[config.mk]
export PLATFORM = sky130hd
export DESIGN_NAME = serial_word_capture_flat
export DESIGN_NICKNAME = d
export VERILOG_FILES = /design/src/rtl/serial_word_capture_pkg.sv /design/src/rtl/serial_word_capture_if.sv /design/src/rtl/serial_word_capture_out_buffer.sv /design/src/rtl/serial_word_capture.sv /design/src/flat_wrapper.sv
export SDC_FILE = /design/constraint.sdc
export NUM_CORES = 1
export LEC_CHECK = 0
export ABC_AREA = 1
export CAP_MARGIN = 20
export CORE_UTILIZATION = 49
export CTS_BUF_LIST = sky130_fd_sc_hd__clkbuf_8 sky130_fd_sc_hd__clkbuf_16
export DETAILED_ROUTE_END_ITERATION = 16
export PLACE_DENSITY = 0.76
export SLEW_MARGIN = 20
export SYNTH_ARGS = -nofsm -noshare
export SYNTH_HDL_FRONTEND = slang
export SYNTH_SLANG_ARGS = --single-unit
[constraint.sdc]
create_clock -name CLK -period 1.5 [get_ports CLK]
set_input_delay 0.3 -clock CLK [delete_from_list [all_inputs] [get_ports CLK]]
set_output_delay 0.3 -clock CLK [all_outputs]
set_load 0.03 [all_outputs]
[src/rtl/serial_word_capture_pkg.sv]
// serial_pkg: shared types and constants for the serial word capture block.
//   - cap_state_t : capture FSM encoding (ST_IDLE, ST_SHIFT)
//   - ob_state_t  : output holding register encoding (OB_EMPTY, OB_FULL)
//   - DEF_WIDTH / DEF_PATTERN : default word width and match pattern
//   - cnt_width() : width of a counter that must hold values 0..n-1
package serial_pkg;

  typedef enum logic {
    ST_IDLE  = 1'b0,
    ST_SHIFT = 1'b1
  } cap_state_t;

  typedef enum logic {
    OB_EMPTY = 1'b0,
    OB_FULL  = 1'b1
  } ob_state_t;

  localparam int         DEF_WIDTH   = 8;
  localparam logic [7:0] DEF_PATTERN = 8'hA5;

  // Never returns zero so that a counter always has at least one bit.
  function automatic int cnt_width(input int n);
    return (n <= 2) ? 1 : $clog2(n);
  endfunction

endpackage

[src/rtl/serial_word_capture_if.sv]
// Word output channel of serial_word_capture.
//   WORD_DATA  : assembled word, stable while WORD_VALID=1
//   WORD_VALID : word available
//   WORD_READY : consumer accepts the word when WORD_VALID & WORD_READY
//   MATCH      : WORD_DATA equals the expected pattern, 0 while WORD_VALID=0
// master = producer (the capture block), slave = consumer.
interface serial_word_capture_if #(
  parameter int WIDTH = 8
);
  logic [WIDTH-1:0] WORD_DATA;
  logic             WORD_VALID;
  logic             WORD_READY;
  logic             MATCH;

  modport master (output WORD_DATA, output WORD_VALID, output MATCH, input WORD_READY);
  modport slave  (input WORD_DATA, input WORD_VALID, input MATCH, output WORD_READY);
endinterface

[src/rtl/serial_word_capture_out_buffer.sv]
// word_out_buffer: one-deep valid/ready holding register with sticky overrun.
//   clk, rst     : clock, synchronous active-high reset
//   load_valid   : a completed word is offered this cycle
//   load_data    : the offered word
//   ready        : consumer accepts the held word
//   clr_ovr      : clears the overrun flag (a simultaneous set wins)
//   data/valid/match/overrun : registered outputs
module word_out_buffer
  import serial_pkg::*;
#(
  parameter int               WIDTH   = DEF_WIDTH,
  parameter logic [WIDTH-1:0] PATTERN = WIDTH'(DEF_PATTERN)
) (
  input  logic             clk,
  input  logic             rst,
  input  logic             load_valid,
  input  logic [WIDTH-1:0] load_data,
  input  logic             ready,
  input  logic             clr_ovr,
  output logic [WIDTH-1:0] data,
  output logic             valid,
  output logic             match,
  output logic             overrun
);

  ob_state_t        ob_state_r, ob_state_s;
  logic [WIDTH-1:0] data_r, data_s;
  logic             match_r, match_s;
  logic             ovr_r, ovr_s;
  logic             ovr_set_s;

  // Next-state logic for the holding register and overrun flag.
  always_comb begin
    ob_state_s = ob_state_r;
    data_s     = data_r;
    match_s    = match_r;
    ovr_set_s  = 1'b0;
    case (ob_state_r)
      OB_EMPTY: begin
        if (load_valid) begin
          ob_state_s = OB_FULL;
          data_s     = load_data;
          match_s    = (load_data == PATTERN);
        end else begin
          ob_state_s = OB_EMPTY;
        end
      end
      OB_FULL: begin
        if (ready) begin
          // Transfer; a word completing on the same edge refills immediately.
          if (load_valid) begin
            data_s  = load_data;
            match_s = (load_data == PATTERN);
          end else begin
            ob_state_s = OB_EMPTY;
            match_s    = 1'b0;
          end
        end else if (load_valid) begin
          // Held word wins; the new one is lost.
          ovr_set_s = 1'b1;
        end else begin
          ob_state_s = OB_FULL;
        end
      end
      default: begin
        ob_state_s = OB_EMPTY;
        match_s    = 1'b0;
      end
    endcase

    if (ovr_set_s) begin
      ovr_s = 1'b1;
    end else if (clr_ovr) begin
      ovr_s = 1'b0;
    end else begin
      ovr_s = ovr_r;
    end
  end

  // Holding register state.
  always_ff @(posedge clk) begin
    if (rst) begin
      ob_state_r <= OB_EMPTY;
      data_r     <= '0;
      match_r    <= 1'b0;
      ovr_r      <= 1'b0;
    end else begin
      ob_state_r <= ob_state_s;
      data_r     <= data_s;
      match_r    <= match_s;
      ovr_r      <= ovr_s;
    end
  end

  assign data    = data_r;
  assign valid   = (ob_state_r == OB_FULL);
  assign match   = match_r;
  assign overrun = ovr_r;

endmodule

[src/rtl/serial_word_capture.sv]
// serial_word_capture: samples DIN on EN-high cycles, assembles WIDTH-bit
// words MSB first and presents them through a one-deep valid/ready buffer.
//   CLK, RST : clock, synchronous active-high reset
//   DIN, EN  : serial bit and its qualifier
//   wbus     : word output channel (WORD_DATA/WORD_VALID/WORD_READY/MATCH)
//   OVERRUN  : sticky, a completed word was dropped; CLR_OVR clears it
//   ABORT    : one-cycle pulse, partial word discarded after GAP_MAX idle cycles
//   BIT_CNT  : bits accumulated in the current partial word
module serial_word_capture
  import serial_pkg::*;
#(
  parameter int               WIDTH   = DEF_WIDTH,
  parameter logic [WIDTH-1:0] PATTERN = WIDTH'(DEF_PATTERN),
  parameter int               GAP_MAX = 4,
  localparam int              CW      = cnt_width(WIDTH)
) (
  input  logic                   CLK,
  input  logic                   RST,
  input  logic                   DIN,
  input  logic                   EN,
  input  logic                   CLR_OVR,
  serial_word_capture_if.master  wbus,
  output logic                   OVERRUN,
  output logic                   ABORT,
  output logic [CW-1:0]          BIT_CNT
);

  localparam int GW = cnt_width(GAP_MAX + 1);

  cap_state_t       state_r, state_s;
  // Only WIDTH-1 history bits are needed; the newest bit comes from DIN.
  logic [WIDTH-2:0] shreg_r, shreg_s;
  logic [CW-1:0]    bit_cnt_r, bit_cnt_s;
  logic [GW-1:0]    gap_r, gap_s;
  logic             abort_r, abort_s;
  logic [WIDTH-1:0] word_s;
  logic             word_done_s;

  assign word_s = {shreg_r, DIN};

  // Capture FSM next-state, shift, bit count and gap timeout.
  always_comb begin
    state_s     = state_r;
    shreg_s     = shreg_r;
    bit_cnt_s   = bit_cnt_r;
    gap_s       = gap_r;
    abort_s     = 1'b0;
    word_done_s = 1'b0;
    case (state_r)
      ST_IDLE: begin
        gap_s = '0;
        if (EN) begin
          shreg_s   = word_s[WIDTH-2:0];
          bit_cnt_s = CW'(1);
          state_s   = ST_SHIFT;
        end else begin
          state_s = ST_IDLE;
        end
      end
      ST_SHIFT: begin
        if (EN) begin
          shreg_s = word_s[WIDTH-2:0];
          gap_s   = '0;
          if (bit_cnt_r == CW'(WIDTH - 1)) begin
            bit_cnt_s   = '0;
            word_done_s = 1'b1;
            state_s     = ST_IDLE;
          end else begin
            bit_cnt_s = bit_cnt_r + CW'(1);
          end
        end else if (gap_r == GW'(GAP_MAX - 1)) begin
          // This idle cycle is the GAP_MAX-th in a row: drop the partial word.
          shreg_s   = '0;
          bit_cnt_s = '0;
          gap_s     = '0;
          abort_s   = 1'b1;
          state_s   = ST_IDLE;
        end else begin
          gap_s = gap_r + GW'(1);
        end
      end
      default: begin
        state_s   = ST_IDLE;
        shreg_s   = '0;
        bit_cnt_s = '0;
        gap_s     = '0;
      end
    endcase
  end

  // Capture state registers.
  always_ff @(posedge CLK) begin
    if (RST) begin
      state_r   <= ST_IDLE;
      shreg_r   <= '0;
      bit_cnt_r <= '0;
      gap_r     <= '0;
      abort_r   <= 1'b0;
    end else begin
      state_r   <= state_s;
      shreg_r   <= shreg_s;
      bit_cnt_r <= bit_cnt_s;
      gap_r     <= gap_s;
      abort_r   <= abort_s;
    end
  end

  word_out_buffer #(
    .WIDTH   (WIDTH),
    .PATTERN (PATTERN)
  ) u_out (
    .clk        (CLK),
    .rst        (RST),
    .load_valid (word_done_s),
    .load_data  (word_s),
    .ready      (wbus.WORD_READY),
    .clr_ovr    (CLR_OVR),
    .data       (wbus.WORD_DATA),
    .valid      (wbus.WORD_VALID),
    .match      (wbus.MATCH),
    .overrun    (OVERRUN)
  );

  assign ABORT   = abort_r;
  assign BIT_CNT = bit_cnt_r;

endmodule

[src/flat_wrapper.sv]
// flat-port wrapper written by rule: the top's interface ports become plain ports
module serial_word_capture_flat import serial_pkg::*;
#(
  parameter int               WIDTH   = DEF_WIDTH,
  parameter logic [WIDTH-1:0] PATTERN = WIDTH'(DEF_PATTERN),
  parameter int               GAP_MAX = 4,
  localparam int              CW      = cnt_width(WIDTH)
)
  (CLK, RST, DIN, EN, CLR_OVR, OVERRUN, ABORT, BIT_CNT, wbus_WORD_DATA, wbus_WORD_VALID, wbus_MATCH, wbus_WORD_READY);
  serial_word_capture_if #(.WIDTH(WIDTH)) wbus_i ();
  input  logic CLK;
  input  logic RST;
  input  logic DIN;
  input  logic EN;
  input  logic CLR_OVR;
  output logic OVERRUN;
  output logic ABORT;
  output logic [CW-1:0] BIT_CNT;
  output wire logic [$bits(wbus_i.WORD_DATA)-1:0] wbus_WORD_DATA;
  output wire logic [$bits(wbus_i.WORD_VALID)-1:0] wbus_WORD_VALID;
  output wire logic [$bits(wbus_i.MATCH)-1:0] wbus_MATCH;
  input wire logic [$bits(wbus_i.WORD_READY)-1:0] wbus_WORD_READY;
  assign wbus_WORD_DATA = wbus_i.WORD_DATA;
  assign wbus_WORD_VALID = wbus_i.WORD_VALID;
  assign wbus_MATCH = wbus_i.MATCH;
  assign wbus_i.WORD_READY = wbus_WORD_READY;
  serial_word_capture #(.WIDTH(WIDTH), .PATTERN(PATTERN), .GAP_MAX(GAP_MAX)) u_core (.CLK(CLK), .RST(RST), .DIN(DIN), .EN(EN), .CLR_OVR(CLR_OVR), .wbus(wbus_i), .OVERRUN(OVERRUN), .ABORT(ABORT), .BIT_CNT(BIT_CNT));
endmodule
## Word level (Yosys, flattened, before mapping)

Cells that the tools add are included.

| storage, ports and cells | value |
|---|---|
| register bits after elaboration | 26 |
| output and inout bits | 15 |
| input bits | 6 |
| word-level logic and storage cells | 59 |

| cells by class | value |
|---|---|
| multiplexer cells | 35 |
| equal/unequal tests | 7 |
| reduce and logical (&&, ||, !) cells | 4 |
| $add $sub $neg | 2 |
| bitwise operators | 2 |

Operator list:

| cell | number |
|---|---|
| $mux 7 | 3 |
| $mux 3 | 6 |
| $mux 1 | 17 |
| $mux 8 | 2 |
| $pmux 8 s2 | 1 |
| $pmux 7 s2 | 1 |
| $pmux 3 s2 | 2 |
| $eq 8x8->1 const B | 1 |
| $add 3x1->3 const B | 2 |
| $ne 2x2->1 const B | 3 |
| $pmux 1 s2 | 3 |
| $reduce_and 2->1 | 2 |
| $eq 3x2->1 const B | 1 |
| $eq 3x3->1 const B | 1 |
| $ne 3x3->1 const B | 1 |
| $reduce_or 3->1 | 1 |
| $not 1->1 | 2 |
| $reduce_bool 2->1 | 1 |

## Logic depth before layout (Yosys ltp)

Gate-level depths: netlist of run 1.

| depth | value |
|---|---|
| depth in word-level cells | 8 |
| gate-level depth with buffers | 8 |
| gate-level depth less buffers | 8 |

## Hierarchy

From an unflattened synthesis of run 1, not the netlist that was laid out.

| second synthesis, totals | value |
|---|---|
| cell total of the unflattened synthesis | 137 |
| area, all modules | 1107.3 µm² |

Modules (own cells, without submodules):

| module | instances | sequential area each (µm²) | cells an instance | area each (µm²) |
|---|---|---|---|---|
| serial_word_capture | 1 | 300.3 | 75 | 658.1 |
| word_out_buffer | 1 | 220.2 | 62 | 449.2 |

## Least setup slack after synthesis of run 1

OpenSTA, ideal clock, no wires.

| timing | value |
|---|---|
| path type | register -> register |
| start | register u_core.bit_cnt_r[0], in the netlist u_core.BIT_CNT[0] |
| end | register u_core.u_out.data_r[0], in the netlist u_core.u_out.data[0] |
| data required time | 1434 ps |
| path buffers | 1 |
| data arrival time | 1437 ps |
| setup time | 66 ps |
| clock period less this slack | 1503 ps |
| slack | -3 ps |
| stages on the path, launching flop included | 8 |
| path through | dfxtp_1 -> ha_1 -> ha_1 -> nand3_4 -> nor2_4 -> buf_8 -> o21ai_2 -> a21oi_2 |

| between the ends | value |
|---|---|
| word-level cells in the longest chain between the ends | 7 |

RTL lines:

| item | line | source |
|---|---|---|
| from (decl) | serial_word_capture.sv:33 | `logic [CW-1:0] bit_cnt_r, bit_cnt_s;` |
| from (signal assigned) | serial_word_capture.sv:102 | `bit_cnt_r <= bit_cnt_s;` |
| $eq 3x3->1 * | serial_word_capture.sv:64 | `if (bit_cnt_r == CW'(WIDTH - 1)) begin` |
| $mux 1 * | serial_word_capture.sv:64 |  |
| $mux 1 * | serial_word_capture.sv:61 | `if (EN) begin` |
| $mux 1 * | serial_word_capture.sv:49 | `case (state_r)` |
| $mux 8 * | n/a |  |
| $mux 8 | n/a |  |
| $pmux 8 s2 * | n/a |  |
| to (signal assigned) | serial_word_capture_out_buffer.sv:89 | `data_r <= data_s;` |
| to (decl) | serial_word_capture_out_buffer.sv:27 | `logic [WIDTH-1:0] data_r, data_s;` |

Every way passes the cells marked *; elsewhere a longest branch is shown, timed or not. The select of a mux whose other input is x is not followed.
A chain may end at the register's enable or synchronous reset.

## Worst setup path after layout of run 1

| timing | value |
|---|---|
| start | input EN |
| end | register u_core.u_out.data_r[1], in the netlist u_core.u_out.data[1] |

| between the ends | value |
|---|---|
| word-level cells in the longest chain between the ends | 5 |

RTL lines:

| item | line | source |
|---|---|---|
| from (decl) | flat_wrapper.sv:14 | `input logic EN;` |
| $mux 1 * | serial_word_capture.sv:61 |  |
| $mux 1 * | serial_word_capture.sv:49 |  |
| $mux 8 * | n/a |  |
| $mux 8 | n/a |  |
| $pmux 8 s2 * | n/a |  |

Marks and branches as above.

==> results of run 1 <==
## cells by family (layout without fill, tap and decap cells)
family	count (synthesis)	count (layout)	share of synthesized area
fa+ha+maj	4	4	0.0468
flops	26	26	0.487
buf+inv	22	49	0.0972
compound gates	27	27	0.148
simple gates	54	54	0.221
## power by group through the flow
stage	clock network [mW]	logic [mW]	registers [mW]
2_1_floorplan	0	0.0487	0.727
3_3_place_gp	0	0.0793	0.726
3_5_place_dp	0	0.0819	0.727
4_1_cts	0.389	0.0801	0.711
5_1_grt	0.411	0.0945	0.715
6_report	0.371	0.0850	0.713
## timing repair
action | 4_1_cts | 5_1_grt
pin swaps | 0 | 2
buffers inserted | 0 | 2
setup endpoints to repair | 15 | 5
resized for setup | 15 | 6
## through the flow
stage                     hold WS, ns  TNS [ns]
after floorplan                 0.399         0
after global placement          0.408    -0.733
after detailed placement        0.414     -1.41
after CTS                       0.426         0
after global routing            0.459         0
final                           0.419         0
## state kept, by name, summed over array words and instances (netlist names)
signal,cells
u_core.u_out.match,1
u_core.shreg_r,7
u_core.u_out.valid,1
u_core.u_out.overrun,1
u_core.gap_r,3
u_core.BIT_CNT,3
u_core.ABORT,1
u_core.u_out.data,8
u_core.state_r,1
## placed cells by master (no fill, tap or decap)
| cell type | count |
|---|---|
| nand2_1 | 24 |
| o22ai_1 | 1 |
| nand2_2 | 1 |
| a21oi_2 | 3 |
| nor2_4 | 1 |
| nor2_1 | 21 |
| inv_1 | 16 |
| a22oi_1 | 1 |
| a21oi_1 | 14 |
| o21ai_0 | 3 |
| nand3_1 | 3 |
| nor3_1 | 1 |
| buf_4 | 9 |
| dfxtp_2 | 2 |
| o21ai_2 | 2 |
| dfxtp_1 | 24 |
| nor4_1 | 1 |
| ha_4 | 2 |
| o21ai_1 | 3 |
| clkdlybuf4s50_1 | 5 |
| nand3_4 | 1 |
| clkbuf_8 | 3 |
| ha_1 | 2 |
| buf_6 | 1 |
| dlygate4sd2_1 | 15 |
| nor2_2 | 1 |
## final cells by class
type,count,area [µm²]
clock buffer,3,41.3
fill,168,614
inverter,16,60.1
multi-input combinational,85,469
sequential,26,523
tap,27,33.8
timing repair buffer,30,260
## worst max-delay path, stage by stage
cell and delay, ns:
clkdlybuf4s50_1 0.60, nand3_4 0.11, nor2_4 0.21, buf_4 0.14, o21ai_0 0.06, a21oi_1 0.15
## synthesized netlist by cell type, types with 2 or more instances
cell      n
nand2_1  24
o21ai_2   2
buf_4     2
o21ai_1   3
o21ai_0   3
nand3_1   3
dfxtp_1  26
a21oi_2   3
ha_1      4
a21oi_1  14
nor2_1   21
inv_1    16
## routing by layer
metal / global-route usage / part of all wire
met5: 0 / 0
met4: 0.0735 / 0.0034
met3: 0.0283 / 0.018
met2: 0.333 / 0.51
met1: 0.236 / 0.47
## worst max-delay path by stage
| stage | endpoint | slack [ns] | cells after the start |
|---|---|---|---|
| 6_report | u_core.u_out.data[1]$_SDFFE_PP0P_ | 0.11 | 6 |
| 5_1_grt | u_core.BIT_CNT[1]$_SDFFE_PP0P_ | 0.004 | 5 |
| 4_1_cts | u_core.u_out.data[5]$_SDFFE_PP0P_ | 0.07 | 7 |
| 3_5_place_dp | u_core.BIT_CNT[1]$_SDFFE_PP0P_ | -0.12 | 5 |
| 3_3_place_gp | u_core.shreg_r[1]$_SDFFE_PP0P_ | -0.06 | 5 |
| 2_1_floorplan | u_core.u_out.data[0]$_SDFFE_PP0P_ | 0.01 | 7 |
==> results_dict.tcl, run 1 <==
set metrics [dict create \
    status "complete, no violations" \
    overflow 0 \
    clockPowerShare 0.317 \
    synth.top_cells.by_area "dfxtp_1 49%, nand2_1 8.4%, nor2_1 7.4%" \
    pwr-share-seq 0.610 \
    fin_cells 187 \
    synth_area_per_cell_um2 8.03 \
    drc_errors 0 \
    numCtsBuffers 3 \
    cts.sinks 26 \
    mappedNetlistNets 143 \
    fin_ws_ns 0.108 \
    path_class "in2reg" \
    io_pins 21 \
    vias 881 \
    hp-class "reg2reg" \
    hold_end "u_core.gap_r[0]$_SDFF_PP0_" \
    globalplace.congestion 0.850 \
    wl_per_cell_um 11.1 \
    placed_area_mm2 0.00132 \
    combPwrFrac 0.073 \
    slew_viol_final 0 \
    die_area_mm2 0.00237 \
    dr.pass1.iters 4 \
    worstHoldStart "u_core.gap_r[0]$_SDFF_PP0_" \
    switching_share 0.216 \
    num_rows 16 \
    period_needed_ns 1.39 \
    netlist_area_mm2 0.00107 \
    yosys_warnings 0 \
    routed_wl_um 2080 \
    worstSkewPairLatency_ns 0.26 \
    nets 172 \
    r2r-end "u_core.u_out.data[1]$_SDFFE_PP0P_" \
    power_density_mw_per_mm2 842 \
    cp-end-kind "flop" \
    fin_util 0.693 \
    hold_depth 1 \
    tightest_slew_ns 0.380 \
    ant_nets 0 \
    clk_pin_slew_worst_paths_ns 0.08 \
    p_leak_nw 0.600 \
    cp.required_ns 1.69 \
    r2r-start "u_core.BIT_CNT[0]$_SDFFE_PP0P_" \
    cp-startpoint "EN" \
    switchingPower_mw 0.252 \
    clock_path_buffers 2 \
    finClkSkew_ns 0.00187 \
    synth.distinct_cells 24 \
    hpwl_um 1560 \
    cts_tree "built" \
    finalSetupViolations 0 \
    dpl.cell_count 182 \
    die_height_um 48.7 \
    finalCritPeriodShare 0.928 \
    fmax_ghz 0.718 \
    ys_seq_area_frac 0.487 \
    coreArea_mm2 0.00200 \
    preCtsSetupSlack_ns -0.115 \
    grt_max_degree 14 \
    synth_top_area_frac 0.487 \
    synthArstFlopShare 0 \
    r2r_cells 7 \
    grt_pass1_wl_um 3460 \
    yosys_most_used_dff "dfxtp_1" \
    grt_pass1_vias 824 \
    peakVddDrop_v 0.000616 \
    synth_seq_cells 26 \
    synth_top_area_cell "dfxtp_1" \
    crit_path_start_kind "input pin" \
    arrival_ns 1.58 \
    drive_above_1_share 0.163 \
    synthToLayoutAreaGrowth_pct 29.9 \
    synth_cells 133 \
    total_power_mw 1.17 \
    io_buffers 20 \
    rrSetupSlack_ns 0.12 \
    ctsHtreeMaxLevel 1 \
    worst_slew_margin_rel 0.747 \
    grt.total_usage 0.191 \
    cp_max_fo 6 \
    via_per_inst 4.71 \
    cts_hold_buf 0 \
    synth_edf_count 0 \
    antenna_found_initial 0 \
    drt_iter0_drc 15 \
    die_w_um 48.7 \
    internal-power_mw 0.916 \
    initial_core_util 0.534 \
    hold_viol_final 0 \
    num_antenna_cells 0 \
    final_area_mm2 0.00139 \
    grt_setup_unrepaired "no" \
    cts_root_buffer "clkbuf_8" \
    maxCapViolations 0 \
]
Note: power is estimated with default switching activity, not from simulation.
==> run 2, diff against run 1 <==
Settings changed: SLEW_MARGIN 20 to not set.
==> results of run 2 <==
The final DEF is identical to that of run 1; final timing and power are the same.
==> run 3, diff against run 2 <==
Settings changed: CORE_UTILIZATION 49 to 50, CTS_CLUSTER_DIAMETER set to 40, PLACE_DENSITY 0.76 to 0.78.
Clock period 1.5 ns to 1.61 ns, I/O delays scaled along.
==> run 3 against run 2 <==
  * Cell count is 3.2% lower
  * Critical endpoint is now u_core.u_out.data[2]$_SDFFE_PP0P_
  * Highest routed layer unchanged
  * Clock skew is 0.0049 ns higher
  * First-iteration DRC count is 33% higher
==> results_dict.tcl, run 3 (synthesized netlist as in run 1, its figures left out) <==
set metrics [dict create \
    status "complete, no violations" \
    finalSetupViolations 0 \
    die_area_mm2 0.00233 \
    pwr-share-seq 0.615 \
    power_density_mw_per_mm2 798 \
    overflow 0 \
    hp-class "reg2reg" \
    grt_max_degree 16 \
    peakVddDrop_v 0.000649 \
    drt_iter0_drc 20 \
    cts.sinks 26 \
    slew_viol_final 0 \
    wl_per_cell_um 11.1 \
    globalplace.congestion 0.792 \
    cts_resized 6 \
    dr.pass1.iters 4 \
    tns_ns 0 \
    io_pins 21 \
    hpwl_um 1450 \
    num_rows 16 \
    layout_common_cells "26 x dfxtp_1, 24 x nand2_1, 21 x nor2_1, 16 x inv_1, 14 x a21oi_1" \
    ant_nets 0 \
    grt_pass1_wl_um 3070 \
    worstSkewPairLatency_ns 0.26 \
    hold_viol_final 0 \
    final_common_cell "dfxtp_1" \
    path_class "reg2reg" \
    maxCapViolations 0 \
    clock_path_buffers 2 \
    coreArea_mm2 0.00198 \
    drive_above_1_share 0.110 \
    drc_errors 0 \
    largest_reg_flops 8 \
    multi_input_area_um2 447 \
    initial_core_util 0.539 \
    grt.total_usage 0.196 \
    grt_pass1_vias 710 \
    worst_slew_margin_rel 0.762 \
    hold_end "u_core.gap_r[0]$_SDFF_PP0_" \
    io_buffers 20 \
    finClkSkew_ns 0.00674 \
    num_antenna_cells 0 \
    fin_util 0.680 \
    via_per_inst 4.78 \
    r2r-start "u_core.BIT_CNT[0]$_SDFFE_PP0P_" \
    routed_wl_um 2010 \
    cts_tree "built" \
    cts_hold_buf 0 \
    vias 865 \
    die_height_um 48.2 \
    tightest_slew_ns 0.357 \
    cts_root_buffer "clkbuf_8" \
    internal-power_mw 0.847 \
    cts_setup_buffers 0 \
    clk_pin_slew_worst_paths_ns 0.08 \
    rrSetupSlack_ns 0.12 \
    r2r-end "u_core.u_out.data[2]$_SDFFE_PP0P_" \
    cp_max_fo 7 \
    die_w_um 48.2 \
    ff_latch_area_um2 520 \
    synthToLayoutAreaGrowth_pct 26.1 \
    fmax_ghz 0.671 \
    switching_share 0.213 \
    antenna_found_initial 0 \
    finalCritPeriodShare 0.925 \
    crit_path_start_kind "flop" \
    combPwrFrac 0.065 \
    cp.required_ns 1.81 \
    switchingPower_mw 0.229 \
    clockPowerShare 0.320 \
    period_needed_ns 1.49 \
    nets 166 \
    ctsHtreeMaxLevel 1 \
    worstHoldStart "u_core.gap_r[0]$_SDFF_PP0_" \
    fillCellCount 157 \
    numCtsBuffers 3 \
    hold_depth 1 \
    arrival_ns 1.69 \
    r2r_cells 7 \
    cp-end-kind "flop" \
    p_leak_nw 0.697 \
]
run 3: changes by cell type in the layout (fill, tap and decap cells not counted), sizes merged:
cell and change:
dlymetal6s2s +9, buf -6, dlygate4sd2 -9
run 3: how the worst max path moves through the flow:
| stage | depth (start not counted) | slack [ns] | startpoint | endpoint |
|---|---|---|---|---|
| 2_1_floorplan | 7 | 0.11 | u_core.BIT_CNT[0]$_SDFFE_PP0P_ | u_core.u_out.data[0]$_SDFFE_PP0P_ |
| 3_3_place_gp | 5 | 0.01 | EN | u_core.shreg_r[0]$_SDFFE_PP0P_ |
| 3_5_place_dp | 5 | -0.03 | EN | u_core.shreg_r[1]$_SDFFE_PP0P_ |
| 4_1_cts | 1 | 0.008 | u_core.u_out.data[2]$_SDFFE_PP0P_ | wbus_WORD_DATA[2] |
| 5_1_grt | 7 | -0.003 | u_core.BIT_CNT[0]$_SDFFE_PP0P_ | u_core.u_out.data[2]$_SDFFE_PP0P_ |
| 6_report | 7 | 0.12 | u_core.BIT_CNT[0]$_SDFFE_PP0P_ | u_core.u_out.data[2]$_SDFFE_PP0P_ |
run 3: cell type report:
| class | instances | share of cell area |
|---|---|---|
| Sequential cell | 26 | 0.386 |
| Multi-Input combinational cell | 85 | 0.331 |
| Timing Repair Buffer | 24 | 0.182 |
| Inverter | 16 | 0.0446 |
| Clock buffer | 3 | 0.0306 |
| Tap cell | 27 | 0.0251 |
run 3: per-layer routing:
metal  vias up  wire length (µm)  global-route usage
met5         -                 0                   0
met4         0                11              0.0667
met3         2                66              0.0556
met2        14               999               0.309
met1       386               929               0.257
li1        463                 -                   -
run 3: per-stage QoR:
step	instances	cell area, µm²	setup WS, ns	hold WS, ns	total power, mW
after detailed placement	178	1290	-0.0336	0.418	0.748
after CTS	181	1320	0.00768	0.430	1.09
after global placement	178	1290	0.0137	0.408	0.746
final	181	1350	0.120	0.423	1.08
after global routing	181	1350	-0.00343	0.460	1.13
after floorplan	133	1070	0.107	0.399	0.722
run 3: worst max-delay path: stages, from the launching register on:
cell and delay [ns]:
dfxtp_1 0.37, ha_1 0.18, ha_2 0.22, nand3_4 0.10
nor2_4 0.17, buf_4 0.20, o21ai_1 0.07, nor2_1 0.12
run 3: power groups by stage:
| stage | Clock, mW | Combinational (mW) | Sequential [mW] |
|---|---|---|---|
| after floorplan | 0 | 0.0454 | 0.677 |
| after global placement | 0 | 0.0703 | 0.676 |
| after detailed placement | 0 | 0.0715 | 0.676 |
| after CTS | 0.357 | 0.0700 | 0.661 |
| after global routing | 0.388 | 0.0772 | 0.664 |
| final | 0.345 | 0.0700 | 0.661 |
